==> config.mk <==
export PLATFORM = sky130hd
export DESIGN_NAME = mem_bus_arbiter
export DESIGN_NICKNAME = d
export VERILOG_FILES = /design/src/rtl/mem_bus_arbiter.sv
export SDC_FILE = /design/constraint.sdc
export NUM_CORES = 1
export LEC_CHECK = 0
export ABC_AREA = 1
export CAP_MARGIN = 20
export CORE_MARGIN = 10
export CORE_UTILIZATION = 32
export CTS_BUF_LIST = sky130_fd_sc_hd__clkbuf_4 sky130_fd_sc_hd__clkbuf_8 sky130_fd_sc_hd__clkbuf_16
export CTS_CLUSTER_DIAMETER = 80
export DETAILED_ROUTE_END_ITERATION = 10
export PLACE_DENSITY = 0.78
export SLEW_MARGIN = 20
export SYNTH_ARGS = -nofsm -noshare
export SYNTH_HDL_FRONTEND = slang
export SYNTH_SLANG_ARGS = --single-unit
export TNS_END_PERCENT = 1
==> constraint.sdc <==
create_clock -name clk -period 1.2 [get_ports clk]
set_input_delay 0.18 -clock clk [delete_from_list [all_inputs] [get_ports clk]]
set_output_delay 0.18 -clock clk [all_outputs]
set_load 0.01 [all_outputs]
==> src/rtl/mem_bus_arbiter.sv <==
// Merges the RV32 core's fetch and data channels onto one single-outstanding valid/ready bus.
// Define MEM_BUS_ARBITER_PERF_EN to build the fetch/data/stall performance counters.
module mem_bus_arbiter #(
  parameter int ADDR_W = 32,
  parameter int DATA_W = 32
) (
  input  logic                clk,
  input  logic                rst,
  input  logic [ADDR_W-1:0]   inst_addr,
  input  logic                inst_req_valid,
  output logic                inst_req_ready,
  output logic [DATA_W-1:0]   inst_rdata,
  output logic                inst_valid,
  input  logic                inst_ready,
  input  logic [ADDR_W-1:0]   mem_addr,
  input  logic                mem_read,
  input  logic                mem_write,
  input  logic [DATA_W-1:0]   mem_wdata,
  input  logic [DATA_W/8-1:0] mem_wstrb,
  output logic                mem_req_ready,
  output logic [DATA_W-1:0]   mem_rdata,
  output logic                mem_rdata_valid,
  input  logic                mem_rdata_ready,
  output logic                bus_req_valid,
  input  logic                bus_req_ready,
  output logic [ADDR_W-1:0]   bus_addr,
  output logic                bus_we,
  output logic [DATA_W-1:0]   bus_wdata,
  output logic [DATA_W/8-1:0] bus_wstrb,
  input  logic                bus_rsp_valid,
  output logic                bus_rsp_ready,
  input  logic [DATA_W-1:0]   bus_rdata,
  output logic [31:0]         perf_ifetch_cnt,
  output logic [31:0]         perf_dacc_cnt,
  output logic [31:0]         perf_stall_cnt
);

  typedef enum logic [7:0] {
    IDLE  = 8'b0000_0001,
    I_REQ = 8'b0000_0010,
    I_RSP = 8'b0000_0100,
    I_OUT = 8'b0000_1000,
    D_RD  = 8'b0001_0000,
    D_WR  = 8'b0010_0000,
    D_RSP = 8'b0100_0000,
    D_OUT = 8'b1000_0000
  } state_e;

  state_e              state_q, state_d;
  logic [ADDR_W-1:0]   addr_q, addr_d;
  logic [DATA_W-1:0]   wdata_q, wdata_d;
  logic [DATA_W/8-1:0] wstrb_q, wstrb_d;
  logic [DATA_W-1:0]   rdata_q, rdata_d;

  always_ff @(posedge clk) begin
    if (rst) begin
      state_q <= IDLE;
      addr_q  <= '0;
      wdata_q <= '0;
      wstrb_q <= '0;
      rdata_q <= '0;
    end else begin
      state_q <= state_d;
      addr_q  <= addr_d;
      wdata_q <= wdata_d;
      wstrb_q <= wstrb_d;
      rdata_q <= rdata_d;
    end
  end

  always_comb begin
    state_d         = state_q;
    addr_d          = addr_q;
    wdata_d         = wdata_q;
    wstrb_d         = wstrb_q;
    rdata_d         = rdata_q;
    inst_req_ready  = 1'b0;
    mem_req_ready   = 1'b0;
    inst_valid      = 1'b0;
    mem_rdata_valid = 1'b0;
    bus_req_valid   = 1'b0;
    bus_we          = 1'b0;
    bus_rsp_ready   = 1'b0;
    case (state_q)
      IDLE: begin
        // Writes beat reads, and any data access beats a fetch.
        if (mem_write) begin
          mem_req_ready = 1'b1;
          addr_d        = mem_addr;
          wdata_d       = mem_wdata;
          wstrb_d       = mem_wstrb;
          state_d       = D_WR;
        end else if (mem_read) begin
          mem_req_ready = 1'b1;
          addr_d        = mem_addr;
          state_d       = D_RD;
        end else if (inst_req_valid) begin
          inst_req_ready = 1'b1;
          addr_d         = inst_addr;
          state_d        = I_REQ;
        end
      end
      I_REQ, D_RD, D_WR: begin
        bus_req_valid = 1'b1;
        bus_we        = (state_q == D_WR);
        if (bus_req_ready) begin
          if (state_q == I_REQ)     state_d = I_RSP;
          else if (state_q == D_RD) state_d = D_RSP;
          else                      state_d = IDLE;
        end
      end
      I_RSP, D_RSP: begin
        bus_rsp_ready = 1'b1;
        if (bus_rsp_valid) begin
          rdata_d = bus_rdata;
          state_d = (state_q == I_RSP) ? I_OUT : D_OUT;
        end
      end
      I_OUT: begin
        inst_valid = 1'b1;
        if (inst_ready) state_d = IDLE;
      end
      D_OUT: begin
        mem_rdata_valid = 1'b1;
        if (mem_rdata_ready) state_d = IDLE;
      end
      default: state_d = IDLE;
    endcase
  end

  assign bus_addr   = {addr_q[ADDR_W-1:2], 2'b00};
  assign bus_wdata  = wdata_q;
  assign bus_wstrb  = wstrb_q;
  assign inst_rdata = rdata_q;
  assign mem_rdata  = rdata_q;

`ifdef MEM_BUS_ARBITER_PERF_EN
  logic [31:0] ifetch_q, dacc_q, stall_q;
  logic        fetch_hs, data_hs, stall_cyc;

  assign fetch_hs  = (state_q == I_REQ) && bus_req_ready;
  assign data_hs   = ((state_q == D_RD) || (state_q == D_WR)) && bus_req_ready;
  assign stall_cyc = (bus_req_valid && !bus_req_ready) ||
                     (bus_rsp_ready && !bus_rsp_valid);

  always_ff @(posedge clk) begin
    if (rst) begin
      ifetch_q <= '0;
      dacc_q   <= '0;
      stall_q  <= '0;
    end else begin
      if (fetch_hs)  ifetch_q <= ifetch_q + 32'd1;
      if (data_hs)   dacc_q   <= dacc_q + 32'd1;
      if (stall_cyc) stall_q  <= stall_q + 32'd1;
    end
  end

  assign perf_ifetch_cnt = ifetch_q;
  assign perf_dacc_cnt   = dacc_q;
  assign perf_stall_cnt  = stall_q;
`else
  assign perf_ifetch_cnt = 32'd0;
  assign perf_dacc_cnt   = 32'd0;
  assign perf_stall_cnt  = 32'd0;
`endif

endmodule

Yosys cells after proc, flatten, opt, wreduce, memory -nomap -nowiden:

Cells that the tools add are included.

* equal/unequal tests: 13
* muxes and demuxes: 26
* reductions and logical operators: 7

Operators by type and width (number)
* 2-to-1 mux 32 bit: 3
* 2-to-1 mux 8 bit: 8
* one-hot mux 8 bit (5 select lines): 1
* 2-to-1 mux 7 bit: 2
* 2-to-1 mux 1 bit: 12
* == test 8 x 1 -> 1 bit (second input constant): 1
* == test 8 x 2 -> 1 bit (second input constant): 1
* == test 8 x 3 -> 1 bit (second input constant): 1
* == test 8 x 4 -> 1 bit (second input constant): 1
* == test 8 x 5 -> 1 bit (second input constant): 1
* == test 8 x 6 -> 1 bit (second input constant): 1
* == test 8 x 7 -> 1 bit (second input constant): 1
* == test 8 bit (second input constant): 1
* inequality test 2 bit (second input constant): 4
* AND reduction 2 bit: 3
* AND reduction 5 bit: 1
* inequality test 4 bit (second input constant): 1
* nonzero test 3 bit: 1
* OR reduction 3 bit: 1
* OR reduction 2 bit: 1

* bits in registers: 108

Depth between registers and ports, before layout:

* depth after elaboration: 5
* mapped depth: 10
* mapped depth without buffers: 10

Worst setup path before layout:

Ideal clock, no wire load.

* kind: reg2reg
* start: register state_q[2]
* end: register rdata_q[10], in the netlist inst_rdata[10]
* library setup time: 0.132 ns
* arrival time: 1.187 ns
* data required time: 1.068 ns
* path slack: -0.119 ns
* stages on the path, launching flop included: 10
* buffers on the path: 1
* clock period less this slack: 1.319 ns
* path through: dfxtp_1 > inv_2 > nand2_2 > nor2_2 > nand2_1 > nand2_2 > nand2_1 > buf_4 > nand2_1 > a21oi_1

* longest elaborated chain between the ends: 3
* elaborated cells between the ends (all ways): 4
* those cells by class: 2 x eq/ne; 2 x reduce/logical

RTL lines
* start, declared: line 49 `state_e state_q, state_d;`
* start signal, assigned: line 63 `state_q <= state_d;`
* == test 8 x 3 -> 1 bit or == test 8 x 7 -> 1 bit (tied branches): line 84 `case (state_q)`
* OR reduction 2 bit (*): line 84
* AND reduction 2 bit (no source line) (*)
* end signal, assigned: line 67 `rdata_q <= rdata_d;`
* end, declared: line 53 `logic [DATA_W-1:0] rdata_q, rdata_d;`

Mark *: on every way between the ends. The rest lies on a longest branch, timed or not.
A chain may end at the register's enable or synchronous reset.

Final worst setup path:

* start: register state_q[6]
* end: output port inst_req_ready

* longest elaborated chain between the ends: 2

RTL lines
* == test 8 x 1 -> 1 bit: line 84
* 2-to-1 mux 1 bit: line 84
* end, declared: line 11 `output logic inst_req_ready,`

Every way passes these cells.

==> metrics.txt <==
GR Util met3=0.08028; vias in the first global route=~5000; grt peak-use layer=met2; Max rail drop VDD=between 1 and 1.5 mV; pin count of the biggest net entering global routing=36; GRT Util Overall=0.1603; layout net count=roughly 1100; setup_tns=-31.74 ns; area grow syn2layout=58.05%; CP Cell Sequence=inv_2 -> nand2_4 -> nor2_8 -> nand2_8 -> nor3_4 -> buf_2; share of cells above drive strength 1=0.2021; Post-Syn Area=~5200 um2; TritonRoute pass-1 iters=4; Max clock buf depth=2; CTS Buf Count=9; R2R Path End=inst_rdata[8]$_SDFFE_PP0P_; fin. max-slew vios=0; slowest stage cell, crit path=dfxtp_2; clock net sink count=around 110; Iteration-0 DRC Markers=228; Power, Total=0.01523 W; routed vias=about 5100; most common cell after layout, fill and taps aside=clkdlybuf4s50_1; hold path cells=3; min cycle time layout=1.575 ns; min-delay src=inst_addr[23]; fin worst setup slack=-0.3747 ns; fill count=about 1600; met1 Track Usage GR=0.1676; Clock Latency Late Sink=between 0.3 and 0.4 ns; Area after DPL=a little under 8000 um2; top cells by area, synth=dfxtp_1, buf_4, nand2_1; YS warnings=0; met2 usage=0.2798; hold slack final=approximately 0.38 ns; CP endpoint kind=output port; Final Hold Fails=0; worst hold path type=input port to register; Clock transition at path regs=roughly 0.08 ns; FP Rows=46; Reg2Reg Depth=11; Post-Syn Instances=between 600 and 700; grt ovf=0; reg2reg setup slack=-0.33 ns; post-synthesis sequential element count=106; starting density of the core=0.3277; die area=21910 um2; Synth area leader=dfxtp_1; Synth cell types=24; critical path arrival=1.39 ns; H-Tree Level Count=3; Antenna Nets Post-Route=0; Final Skew=between 0.009 and 0.01 ns; CTS tree=built; most frequent cells in the layout=clkdlybuf4s50_1, nand2_1, conb_1, dfxtp_1, nor2_1; final worst-path cycle share=1.312; # IOs=between 300 and 400; port bufs=around 270; f_max=around 640 MHz; max_cap viols=0; Yosys top cell area share=0.4047; WL final=approximately 19000 um; Root Driver=clkbuf_16; antenna violations before repair=0; final setup violating endpoints=113; WS Path Type=register to output port; largest stage delay on the critical path=~0.33 ns; Final Cell Area=8288 um2; critical-path maximum fanout=4; routed len/inst=approximately 16 um; post-detail-place hpwl=~15000 um; first-pass GRT wire length=~28000 um; run status=finished, violations left; failing checks=setup timing; RSZ-0062 raised after global routing=true; Worst Setup Start Kind=register; leakage=around 3.7 nW; worst path required time=about 1.0 ns; residual DRC count=0; Seq/Total Area, Yosys=0.4047; ANT cells=0; Hold Path Sink=addr_q[23]$_SDFFE_PP0P_; PD cells=1838 nW/um2; core area=16000 um2; Die X=about 150 um; Placer Congestion=0.8164; via/cell ratio=around 4.4; Avg Inst Size Synth=approximately 7.5 um2; worst r2r src=state_q[5]$_SDFFE_PP0P_; Die H=148.0 um
[timing repair]
| action | in CTS | in global routing |
|---|---|---|
| pin swaps | 8 | 7 |
| gates resized for setup | 238 | 125 |
| hold endpoints to repair | 0 | 0 |
| setup endpoints to repair | 243 | 190 |
| hold buffers | 0 | 0 |
| setup buffers | 3 | 2 |
[synth_stat cells (all sizes together)]
cell and n:
nand2 127, nand4 5, nand3 39, conb 1, dfxtp 106, clkbuf 23, nor2 90, buf 146
a21oi 37, nor4 2, o21ai 66, a31oi 30, nor3 2, inv 24
[registers in the layout, summed over array words and instances (netlist names)]
signal,cells
addr_q,30
bus_wdata,32
state_q,8
inst_rdata,32
bus_wstrb,4
[worst max-delay path, delay by kind of cell, from the launching register on]
family	cells	cell delay (ns)
buffers and inverters	2	0.22
flip-flops	1	0.33
AND/OR/NAND/NOR	4	0.48
[area by class of cell]
type	count	area [um2]	area share
repair buffers	323	3037	0.3664
well taps	216	270.3	0.03261
clock inverters	7	86.33	0.01042
clock buffers	9	225.2	0.02717
multi-input cells	496	2435	0.2938
flip-flops and latches	106	2142	0.2585
inverters	24	92.59	0.01117
[metal layers]
| layer | wire [um] | up-vias | share of wire |
|---|---|---|---|
| met1 | 7259 | 2309 | 0.38 |
| met2 | 9328 | 254 | 0.49 |
| li1 | - | 2572 | - |
| met3 | 2185 | 12 | 0.12 |
| met5 | 0 | - | 0 |
| met4 | 199 | 0 | 0.010 |
[how the worst max path moves through the flow]
stage                                        from                         end  cells after the start
after CTS                 state_q[5]$_SDFFE_PP0P_              inst_req_ready                      6
final                     state_q[6]$_SDFFE_PP0P_              inst_req_ready                      6
after global placement                  mem_write               mem_req_ready                      5
after detailed placement                 mem_read              inst_req_ready                      5
after floorplan           state_q[6]$_SDFFE_PP0P_  bus_wdata[22]$_SDFFE_PP0N_                      9
after global routing      state_q[6]$_SDFFE_PP0P_              inst_req_ready                      6
[stage by stage]
step / setup WS (ns) / util / std cells
floorplan: -0.08146 / - / 795
global placement: -0.5374 / 0.4947 / 1160
detailed placement: -0.5871 / 0.4947 / 1160
CTS: -0.4063 / 0.5147 / 1179
global route: -0.4796 / 0.5180 / 1181
finish: -0.3747 / 0.5180 / 1181
[cells by family (layout without fill, tap and decap cells)]
kind of cell | count (synthesis) | in the layout | synth area share
buffers and inverters | 193 | 363 | 0.2379
DFF | 106 | 106 | 0.4047
AOI/OAI and AO/OA | 133 | 133 | 0.1362
and+or+nand+nor | 265 | 265 | 0.2205
other | 1 | 98 | 0.0007151
[where the power goes]
group          internal, W  switching (W)
clock              0.00166        0.00146
combinational      0.00318        0.00377
sequential         0.00460       0.000557
(Power assumes the default switching activity.)
